### config.mk
export PLATFORM = sky130hd
export DESIGN_NAME = mux_scan_n
export DESIGN_NICKNAME = d
export VERILOG_FILES = /design/src/rtl/mux_scan_n.sv
export SDC_FILE = /design/constraint.sdc
export NUM_CORES = 1
export LEC_CHECK = 0
export BUFFER_PORTS_ARGS = -buffer_cell sky130_fd_sc_hd__buf_4
export CAP_MARGIN = 10
export CORE_UTILIZATION = 40
export DETAILED_ROUTE_END_ITERATION = 12
export GPL_TIMING_DRIVEN = 0
export HOLD_SLACK_MARGIN = 0.1
export PLACE_DENSITY = 0.62
export SKIP_LAST_GASP = 1
export SYNTH_ARGS = -nofsm -noshare
export SYNTH_HDL_FRONTEND = slang
export SYNTH_SLANG_ARGS = --single-unit
### constraint.sdc
create_clock -name clk -period 4.55 [get_ports clk]
set_clock_uncertainty 0.1 [all_clocks]
set_input_delay 0.6825 -clock clk [delete_from_list [all_inputs] [get_ports clk]]
set_output_delay 0.6825 -clock clk [all_outputs]
set_load 0.02 [all_outputs]
### src/rtl/mux_scan_n.sv
// mux_scan_n: N:1 multiplexer (WIDTH bits per channel) with a registered output
// and two modes.
//   mode=0 (manual): sel picks the channel.
//   mode=1 (scan)  : an internal sequencer steps through the channels and holds
//                    each one for DWELL cycles. y tracks the live data of the
//                    channel it currently holds.
// Ports:
//   clk, rst     rising-edge clock, synchronous active-high reset
//   in           N*WIDTH channel bus, channel k = in[k*WIDTH +: WIDTH]
//   sel          manual channel select
//   mode         0 = manual, 1 = scan
//   y            registered data of channel ch
//   ch           channel index carried by y
//   y_valid      y holds real channel data
//   wrap         1-cycle pulse when the scan restarts from a lower channel
//   ch_en        channel enable mask (only when MUX_SCAN_SKIP_EN is defined)
// Build option: define MUX_SCAN_SKIP_EN to add ch_en. The scan then skips
// disabled channels, and a manual select of a disabled channel behaves like an
// out-of-range select.
module mux_scan_n #(
    parameter int N     = 8,
    parameter int WIDTH = 8,
    parameter int DWELL = 4,
    localparam int SEL_W = $clog2(N)
) (
    input  logic               clk,
    input  logic               rst,
    input  logic [N*WIDTH-1:0] in,
    input  logic [SEL_W-1:0]   sel,
    input  logic               mode,
    output logic [WIDTH-1:0]   y,
    output logic [SEL_W-1:0]   ch,
    output logic               y_valid,
    output logic               wrap
`ifdef MUX_SCAN_SKIP_EN
    ,
    input  logic [N-1:0]       ch_en
`endif
);

    localparam int CNT_W = (DWELL > 1) ? $clog2(DWELL) : 1;

    typedef enum logic {MANUAL, SCAN} state_t;

    state_t           state;
    logic [CNT_W-1:0] cnt;
    logic [N-1:0]     en;
    logic             sel_ok;
    logic [SEL_W-1:0] nxt;
    logic [WIDTH-1:0] d_sel, d_cur, d_nxt;

`ifdef MUX_SCAN_SKIP_EN
    assign en = ch_en;
`else
    assign en = '1;
`endif

    // Data of channel idx; indices >= N give zero (they are never used).
    function automatic logic [WIDTH-1:0] pick(input logic [N*WIDTH-1:0] bus,
                                              input logic [SEL_W-1:0]   idx);
        logic [WIDTH-1:0] r;
        r = '0;
        for (int k = 0; k < N; k++)
            if (idx == SEL_W'(k)) r = bus[k*WIDTH +: WIDTH];
        return r;
    endfunction

    // Next enabled channel above c, wrapping around. Walking the offsets from
    // large to small lets the nearest enabled channel win. If no other channel
    // is enabled, the result is c itself.
    function automatic logic [SEL_W-1:0] next_en(input logic [SEL_W-1:0] c,
                                                 input logic [N-1:0]     m);
        logic [SEL_W-1:0] r;
        int               idx;
        r = c;
        for (int k = N - 1; k >= 1; k--) begin
            idx = (int'(c) + k) % N;
            if (m[idx]) r = SEL_W'(idx);
        end
        return r;
    endfunction

    always_comb begin
        sel_ok = 1'b0;
        for (int k = 0; k < N; k++)
            if (sel == SEL_W'(k) && en[k]) sel_ok = 1'b1;
        nxt   = next_en(ch, en);
        d_sel = pick(in, sel);
        d_cur = pick(in, ch);
        d_nxt = pick(in, nxt);
    end

    always_ff @(posedge clk) begin
        if (rst) begin
            state   <= MANUAL;
            cnt     <= '0;
            y       <= '0;
            ch      <= '0;
            y_valid <= 1'b0;
            wrap    <= 1'b0;
        end else if (!mode) begin
            state <= MANUAL;
            cnt   <= '0;
            wrap  <= 1'b0;
            if (sel_ok) begin
                y       <= d_sel;
                ch      <= sel;
                y_valid <= 1'b1;
            end else begin
                // ch keeps the last valid index so a later scan has a start point
                y       <= '0;
                y_valid <= 1'b0;
            end
        end else begin
            state <= SCAN;
            if (en == '0) begin
                // nothing to scan: freeze position and data, flag invalid
                y_valid <= 1'b0;
                wrap    <= 1'b0;
            end else if (!en[ch] || (state == SCAN && cnt == CNT_W'(DWELL - 1))) begin
                ch      <= nxt;
                y       <= d_nxt;
                y_valid <= 1'b1;
                wrap    <= (nxt <= ch);
                cnt     <= '0;
            end else begin
                // The entry edge shows the current ch with the counter at zero,
                // so the first channel also gets a full DWELL-cycle hold.
                y       <= d_cur;
                y_valid <= 1'b1;
                wrap    <= 1'b0;
                cnt     <= (state == SCAN) ? cnt + 1'b1 : '0;
            end
        end
    end

endmodule

[After elaboration in Yosys (flattened, before gate mapping)]
Memory sizes are Yosys's and may differ from the RTL's. A register that Yosys moved wholly into a read port is not among the register bits.
Index checks and enable logic that the tools add are counted.
Operators by class
  add/subtract/negate cells: 8
  magnitude comparators: 9
  eq/ne operators: 23
  multiplexer cells: 65
  bitwise logic cells: 10
  reduce and logical (&&, ||, !) cells: 17
Operators by type and width (number)
  2-to-1 mux 8 bit: 27
  == test 3 bit, second input constant: 12
  2-to-1 mux 3 bit: 12
  < comparator 4 x 5 -> 1 bit, second input constant: 7
  2-to-1 mux 1 bit: 26
  OR reduction 3 bit: 8
  == test 3 x 2 -> 1 bit, second input constant: 6
  adder 3 bit, second input constant: 4
  == test 3 x 1 -> 1 bit, second input constant: 3
  logical NOT 3 bit: 3
  bitwise AND 1 bit, first input constant: 7
  adder 3 x 2 -> 3 bit, second input constant: 2
  < comparator 3 x 4 -> 1 bit, second input constant: 1
  OR reduction 4 bit: 1
  adder 3 x 1 -> 3 bit, second input constant: 1
  less-or-equal comparator 3 bit: 1
  NOT 1 bit: 3
  adder 2 x 1 -> 2 bit, second input constant: 1
  == test 2 bit, second input constant: 1
  inequality test 2 x 1 -> 1 bit, second input constant: 1
  AND reduction 2 bit: 1
  nonzero test 2 bit: 1
  logical AND 1 bit: 1
  logical NOT 1 bit: 1
  logical OR 1 bit: 1
Storage, ports and cells
  register bits: 16
  bits in read-only memories: 64
  input bits: 70
  output and inout bits: 13
  word-level logic and storage cells: 146
  memories: 8
Memory list
  (name not given): words 8, bits a word 1, rd ports 1, clocked after memory_dff 1, write ports 0, RTL line 120  | end else if (!en[ch] || (state == SCAN && cnt == CNT_W'(DWELL - 1))) begin
  (name not given): words 8, bits a word 1, rd ports 1, clocked after memory_dff 0, write ports 0, RTL line 78  | if (m[idx]) r = SEL_W'(idx);
  (name not given): words 8, bits a word 1, rd ports 1, clocked after memory_dff 0, write ports 0, RTL line 78
  (name not given): words 8, bits a word 1, rd ports 1, clocked after memory_dff 0, write ports 0, RTL line 78
  (name not given): words 8, bits a word 1, rd ports 1, clocked after memory_dff 0, write ports 0, RTL line 78
  (name not given): words 8, bits a word 1, rd ports 1, clocked after memory_dff 0, write ports 0, RTL line 78
  2 more memories

[Longest topological paths before layout]
Gate-level depths: netlist of the first run.
  word-level depth: 24
  mapped depth: 9
  gate-level depth less buffers: 7

[Worst setup path after synthesis of the first run]
Ideal clock, no wire load.
  path type: reg2reg
  start: register ch[2]
  end: register y[2]
  library setup time: 0.079 ns
  data arrival time: 2.072 ns
  required time: 4.371 ns
  setup slack: 2.299 ns
  cell stages (with the launch flop): 9
  buffers on the path: 2
  clock period less this slack: 2.251 ns
  cells stage by stage: dfxtp_1 -> buf_2 -> clkinv_1 -> ha_1 -> buf_4 -> a221oi_1 -> o221ai_1 -> a221o_1 -> o211ai_1
On the way
  longest elaborated chain between the ends: 22
  elaborated cells on any way between the ends: 69
  classes of those cells: 7 x add/sub; 14 x eq/ne; 39 x mux; 2 x reduce/logical; 7 x memory
Ends and longest elaborated chain
  start, declared: RTL line 32  | output logic [SEL_W-1:0] ch,
  start signal, assigned: RTL line 107  | ch <= sel;
  start signal, assigned: RTL line 121  | ch <= nxt;
  adder 3 bit: RTL line 77  | idx = (int'(c) + k) % N;
  memory read (8 x 1 bit)
  2-to-1 mux 1 bit (not written as such) (2 in series): RTL line 78
  2-to-1 mux 3 bit (7 in series): RTL line 78
  logical NOT 3 bit: RTL line 64  | if (idx == SEL_W'(k)) r = bus[k*WIDTH +: WIDTH];
  2-to-1 mux 8 bit (8 in series): RTL line 64
  2-to-1 mux 8 bit *: RTL line 120
  2-to-1 mux 8 bit *: RTL line 101  | end else if (!mode) begin
  end signal, assigned: RTL line 106  | y <= d_sel;
  end signal, assigned: RTL line 122  | y <= d_nxt;
  end signal, assigned: RTL line 129  | y <= d_cur;
  end, declared: RTL line 31  | output logic [WIDTH-1:0] y,
Mark *: on every way between the ends. The rest lies on a longest branch, timed or not. The select of a mux whose other input is x is not followed.
A chain may end at the register's enable or synchronous reset.

[Final worst setup path of the first run]
  start: register ch[2]
  end: register y[0]
Same word-level chain as after synthesis.

==> summary.md, run 1 <==
| Metric | Value |
|---|---|
| Status | completed |
| Post-route ant nets | 0 |
| PD cells | 194 nW/um2 |
| H-tree levels | 1 |
| Period utilization | 60.6% |
| Remaining DRCs | 0 |
| Largest net degree at the start of global routing | 11 |
| Setup TNS | 0 ps |
| Via count | 3634 |
| CP Class | reg2reg |
| Die W | 83.4 um |
| Seq/Total Area, Yosys | 12.1% |
| Most frequent cells in the layout | buf_4 (86), nand2_1 (41), a21oi_1 (32) |
| WL final | 12.0 mm |
| CP cell instances | buf_2 -> clkinv_1 -> ha_1 -> nand2_1 -> a2111oi_0 -> a31oi_1 -> a311oi_2 |
| Count of cells resized by post-cts repair | 0 |
| Non-filler instance count after layout | 540 |
| Buf/Inv on CP | 2 |
| Post-Syn Nets | 456 |
| Yosys cell types | 62 |
| Synth area leaders | dfxtp_1 (12%), a221oi_1 (6.9%), a21oi_1 (6.0%) |
| Share of layout cells above drive strength 1 | 28.1% |
| Peak supply drop | 0.000125 V |
| Setup repair after global routing missed its margin | false |
| Initial Util | 41.5% |
| Slowest stage cell on the critical path | ha_1 |
| Final count of negative-setup-slack endpoints | 0 |
| Max Cap Violations | 0 |
| Ys flop type | dfxtp_1 |
| Multi-input gate area | 2030 um2 |
| Max frequency | 363 MHz |
| Fin crit period | 2760 ps |
| Clk sinks | 16 |
| DR WL/cell | 22.2 um |
| Synth warn | 0 |
| Mapped cell area | 2650 um2 |
| DP HPWL | 8.62 mm |
| Hold-fix buffers, CTS | 0 |
| Clk buf depth | 2 |
| Yosys top cell by area | dfxtp_1 |
| Avg Vias per Cell | 6.73 |
| Critical Path End Type | register |
| Storage cell area | 320 um2 |
| Gate Count Post-Synth | 378 |
| I/O Pins | 83 |
| GRT overflow | 0 |
| Biggest cell delay along the critical path | 550 ps |
| Core area | 6390 um2 |
| Clock insertion delay at the later pin of the skew report | 260 ps |
| CP Data Arrival Time | 2840 ps |
| Fin. Hold Viols | 0 |
| Die ar. | 6950 um2 |
| EDFF count, synth | 0 |
| Asr flop ratio synth | 0% |
| Worst Path Required | 4630 ps |
| Port buffer count | 81 |
| Worst slew pin tran | 766 ps |
| Placed Cells | 536 |
| Buffer count from post-CTS setup fixing | 0 |
| Top-area cell type share of the netlist area | 12.1% |
| Router iterations before antenna repair | 5 |
| Row cnt | 29 |
| Fin. max-slew vios | 0 |
| CTS Buf Count | 3 |
| Commonest non-fill, non-tap cell in the layout | buf_4 |
| Number of global-route vias before repair | 3331 |
| Slew margin rel. | 48.8% |
| Worst-path clk slew | 70 ps |
| Crit-path leading delay family | compound AO/OA/AOI/OAI gates |
| Initial drt markers | 473 |
| Initial antenna violation count | 0 |
| Lkg Pwr | 0.00144 uW |
| Gr usage total | 34.3% |
| Startpoint types | register |
| Clk root buf | clkbuf_8 |
| Die Y | 83.4 um |
| WHS | 329 ps |
| First-pass GRT wire length | 18.7 mm |
| Routability cong. | 1.07 |
| Diodes inserted | 0 |
| Hold WC Path Type | reg2reg |
| Filler Cell Count | 675 |
| # nets final | 542 |
| CTS tree | yes |
| Max FO, Critical Path | 10 |
| Mapped Avg Cell Area | 7.01 um2 |
| Yosys reg bits | 16 |
| Area growth, synth to finish | 28.7% |
worst register-to-register path, stage by stage, from the launching register on:
cell,delay [ps]
dfxtp_1,370
buf_2,260
clkinv_1,350
ha_1,550
nand2_1,210
a2111oi_0,470
a31oi_1,120
a311oi_2,270
path summary, 6_finish.rpt:
path                            endpoint  depth (start not counted)  slack [ps]    from
worst min-delay path              cnt[0]                          1         330  cnt[0]
worst max-delay path                y[0]                          7        1790   ch[2]
worst max register to register      y[0]                          7        1790   ch[2]
worst min register to register    cnt[0]                          1         330  cnt[0]
through the flow:
step	area [um2]	utilization, %	worst slack [ps]	total power, uW
global route	3410	53.4	1720	691
CTS	3410	53.4	1890	648
global placement	3350	52.5	1840	505
detailed placement	3350	52.5	1930	506
floorplan	2650	-	2300	365
finish	3410	53.4	1790	661
registers in the layout, summed over array words and instances (netlist names):
name,flops
cnt,2
y_valid,1
y,8
state,1
ch,3
wrap,1
synthesized netlist by cell type, types with 3 or more instances:
cell and n:
buf_4 5, a22oi_1 3, nand3_1 7, mux2_2 5, a22o_1 4, nor2b_1 4, buf_6 3, ha_1 8
buf_2 24, o21ai_1 4, a21o_1 4, nand2b_1 10, a211oi_1 10, o31ai_1 4, nand2_1 41, a221oi_1 21
nor2_1 21, clkbuf_1 4, dfxtp_1 16, a311oi_1 6, a221o_1 8, mux2i_1 6, o221ai_1 4, o21a_1 3
o211ai_1 8, o22ai_1 5, nor3b_1 5, o21ai_0 23, a2111oi_0 3, nor3_1 7, nand3b_1 6, inv_1 22
a21oi_1 32, a31oi_1 6
routing by layer:
layer  global-route usage (%)  up-vias  share of wire [%]
met2                     51.8      308                 42
met5                        0        -                  0
met1                     48.8     1662                 43
met4                     13.3        0                2.8
li1                         -     1628                  -
met3                     4.77       36                 13
where the power goes:
part | switching [uW] | leakage [uW] | internal (uW)
combinational | 203 | 0.00128 | 156
clock | 67.6 | 0.0000288 | 77.3
sequential | 5.67 | 0.000132 | 151
cell families (layout without fill, tap and decap cells):
kind of cell	count (synthesis)	in the layout	synth area share (%)
AO/OA/AOI/OAI	164	164	44.3
AND/OR/NAND/NOR	114	114	21.7
buffers and inverters	61	146	11.3
flip-flops	16	16	12.1
multiplexers	13	13	6.09
adder cells (fa/ha/maj)	8	8	3.78
XOR/XNOR	2	2	0.661
cell type report:
cell class                 count  share of cell area (%)
timing repair buffer          81                    17.8
inverter                      24                    2.64
multi-input combinational    301                    59.5
buffer                        37                    6.17
sequential                    16                    9.40
clock buffer                   4                    1.62
tap                           77                    2.83
No activity file was read; power rests on OpenSTA's default activity.
==> run 2: changes to the inputs <==
--- a/config.mk
+++ b/config.mk
@@ -11,7 +11,7 @@
 export DETAILED_ROUTE_END_ITERATION = 12
 export GPL_TIMING_DRIVEN = 0
 export HOLD_SLACK_MARGIN = 0.1
-export PLACE_DENSITY = 0.62
+export PLACE_DENSITY = 0.65
 export SKIP_LAST_GASP = 1
 export SYNTH_ARGS = -nofsm -noshare
 export SYNTH_HDL_FRONTEND = slang
==> constraint.sdc (replaced) <==
create_clock -name clk -period 2.35 [get_ports clk]
set_clock_uncertainty 0.1 [all_clocks]
set_input_delay 0.3525 -clock clk [delete_from_list [all_inputs] [get_ports clk]]
set_output_delay 0.3525 -clock clk [all_outputs]
set_load 0.02 [all_outputs]
==> summary.md, run 2 (synthesis gave the netlist of run 1 again) <==
| Metric | Value |
|---|---|
| WHS | 302 ps (was 329 ps) |
| Fin crit period | 2370 ps (was 2760 ps) |
| Initial Util | 41.5% (unchanged) |
| Initial antenna violation count | 0 (unchanged) |
| Lkg Pwr | 0.00145 uW (was 0.00144 uW) |
| DR WL/cell | 22.3 um (was 22.2 um) |
| DP HPWL | 8.61 mm (was 8.62 mm) |
| Startpoint types | register (unchanged) |
| Biggest regs | y x8, ch x3, cnt x2 (unchanged) |
| Max frequency | 422 MHz (was 363 MHz) |
| Area growth, synth to finish | 30.4% (was 28.7%) |
| Die ar. | 6950 um2 (unchanged) |
| Post-route setup slack | -21.3 ps (was 1790 ps) |
| Share of layout cells above drive strength 1 | 30.0% (was 28.1%) |
| Clk root buf | clkbuf_8 (unchanged) |
| Setup repair after global routing missed its margin | true (was false) |
| Violations in the final reports | negative setup slack |
| Clock insertion delay at the later pin of the skew report | 270 ps (was 260 ps) |
| PD cells | 372 nW/um2 (was 194 nW/um2) |
| Die Y | 83.4 um (unchanged) |
| Biggest cell delay along the critical path | 540 ps (was 550 ps) |
| Final count of negative-setup-slack endpoints | 1 (was 0) |
| CTS Buf Count | 3 (unchanged) |
| Buffer count from post-CTS setup fixing | 0 (unchanged) |
| Filler Cell Count | 640 (was 675) |
| Buf/Inv on CP | 2 (unchanged) |
| Clk buf depth | 2 (unchanged) |
| Max FO, Critical Path | 10 (unchanged) |
| Post-route ant nets | 0 (unchanged) |
| Routability cong. | 1.01 (was 1.07) |
| Max Cap Violations | 0 (unchanged) |
| Largest register FFs | 8 (unchanged) |
| # nets final | 542 (unchanged) |
| CP Data Arrival Time | 2440 ps (was 2840 ps) |
| Largest Register | y (unchanged) |
| Router iterations before antenna repair | 6 (was 5) |
| Fin. Hold Viols | 0 (unchanged) |
| Count of cells resized by post-cts repair | 7 (was 0) |
| Port buffer count | 81 (unchanged) |
| Clk sinks | 16 (unchanged) |
| Core area | 6390 um2 (unchanged) |
| Largest net degree at the start of global routing | 11 (unchanged) |
| First-pass GRT wire length | 18.3 mm (was 18.7 mm) |
| Slowest stage cell on the critical path | a2111oi_1 (was ha_1) |
| Multi-input gate area | 2060 um2 (was 2030 um2) |
| Worst-path clk slew | 70 ps (about the same) |
| Hold-fix buffers, CTS | 0 (unchanged) |
| Period utilization | 101% (was 60.6%) |
| Hold WC Path Type | in2reg (was reg2reg) |
| Initial drt markers | 493 (was 473) |
| CP Class | reg2reg (unchanged) |
| Crit-path leading delay family | compound AO/OA/AOI/OAI gates (unchanged) |
| Remaining DRCs | 0 (unchanged) |
| Placed cell area | 3350 um2 (unchanged) |
| Diodes inserted | 0 (unchanged) |
| Slew margin rel. | 53.7% (was 48.8%) |
| Via count | 3676 (was 3634) |
| Most frequent cells in the layout | buf_4 (86), nand2_1 (41), a21oi_1 (32) (unchanged) |
| Gr usage total | 33.5% (was 34.3%) |
| Pre-CTS setup slack | -308 ps (was 1930 ps) |
| Commonest non-fill, non-tap cell in the layout | buf_4 (unchanged) |
| Avg Vias per Cell | 6.81 (was 6.73) |
| CTS tree | yes (unchanged) |
| WL final | 12.0 mm (about the same) |
| CP cell instances | buf_4 -> inv_4 -> ha_2 -> nand2_1 -> a2111oi_1 -> a211oi_1 -> a311oi_1 (was buf_2 -> clkinv_1 -> ha_1 -> nand2_1 -> a2111oi_0 -> a31oi_1 -> a311oi_2) |
| Critical Path End Type | register (unchanged) |
| I/O Pins | 83 (unchanged) |
| H-tree levels | 1 (unchanged) |
| Status | finished with violations (was completed) |
| Peak supply drop | 0.000215 V (was 0.000125 V) |
| Die W | 83.4 um (unchanged) |
| Worst slew pin tran | 692 ps (was 766 ps) |
| Worst Path Required | 2420 ps (was 4630 ps) |
| GRT overflow | 0 (unchanged) |
| Row cnt | 29 (unchanged) |
| Storage cell area | 325 um2 (was 320 um2) |
| Post-route cell area | 3450 um2 (was 3410 um2) |
| Number of global-route vias before repair | 3447 (was 3331) |
| Fin. max-slew vios | 0 (unchanged) |
-- run 2: changes by cell type in the layout (fill, tap and decap cells not counted), moves of 2 or more --
cell | previous run | this run
a2111oi_1 | 0 | 2
buf_2 | 24 | 22
ha_1 | 8 | 5
clkbuf_1 | 4 | 2
a2111oi_0 | 3 | 1
ha_2 | 0 | 3
dfxtp_1 | 16 | 14
-- run 2: routing by layer --
metal / vias up / global-route usage (%) / wire (um)
li1: 1629 / - / -
met1: 1693 / 45.7 / 5000
met2: 296 / 52.4 / 5190
met3: 58 / 5.37 / 1330
met4: 0 / 13.2 / 500
met5: - / 0 / 0
-- run 2: final timing paths --
kind              startpoint      end  slack, ps  cells after the start
setup / recovery       ch[2]     y[6]        -20                      7
hold / removal           rst  y_valid        300                      2
setup reg to reg       ch[2]     y[6]        -20                      7
hold reg to reg       cnt[0]   cnt[0]        330                      1
-- run 2: worst register-to-register path, stage by stage, from the launching register on --
cell,delay [ps]
dfxtp_1,400
buf_4,230
inv_4,100
ha_2,410
nand2_1,170
a2111oi_1,540
a211oi_1,90
a311oi_1,230
-- run 2: power by group --
group,switching (uW),internal (uW)
clock,128,150
combinational,396,308
sequential,10.9,292
total,535,750
-- run 2: cell type report --
class / count / share of cell area [%]
Multi-Input combinational cell: 301 / 59.5
Timing Repair Buffer: 81 / 17.6
Sequential cell: 16 / 9.42
Buffer: 37 / 6.37
Tap cell: 77 / 2.79
Inverter: 24 / 2.68
Clock buffer: 4 / 1.59
-- run 2: stage by stage --
stage	instances	setup TNS, ps	power (uW)	utilization [%]
after floorplan	378	0	706	-
after global placement	536	-1950	976	52.5
final	540	-21.3	1280	54.1
after detailed placement	536	-1980	981	52.5
after CTS	540	-3.87	1250	53.6
after global routing	540	-10.6	1340	54.1
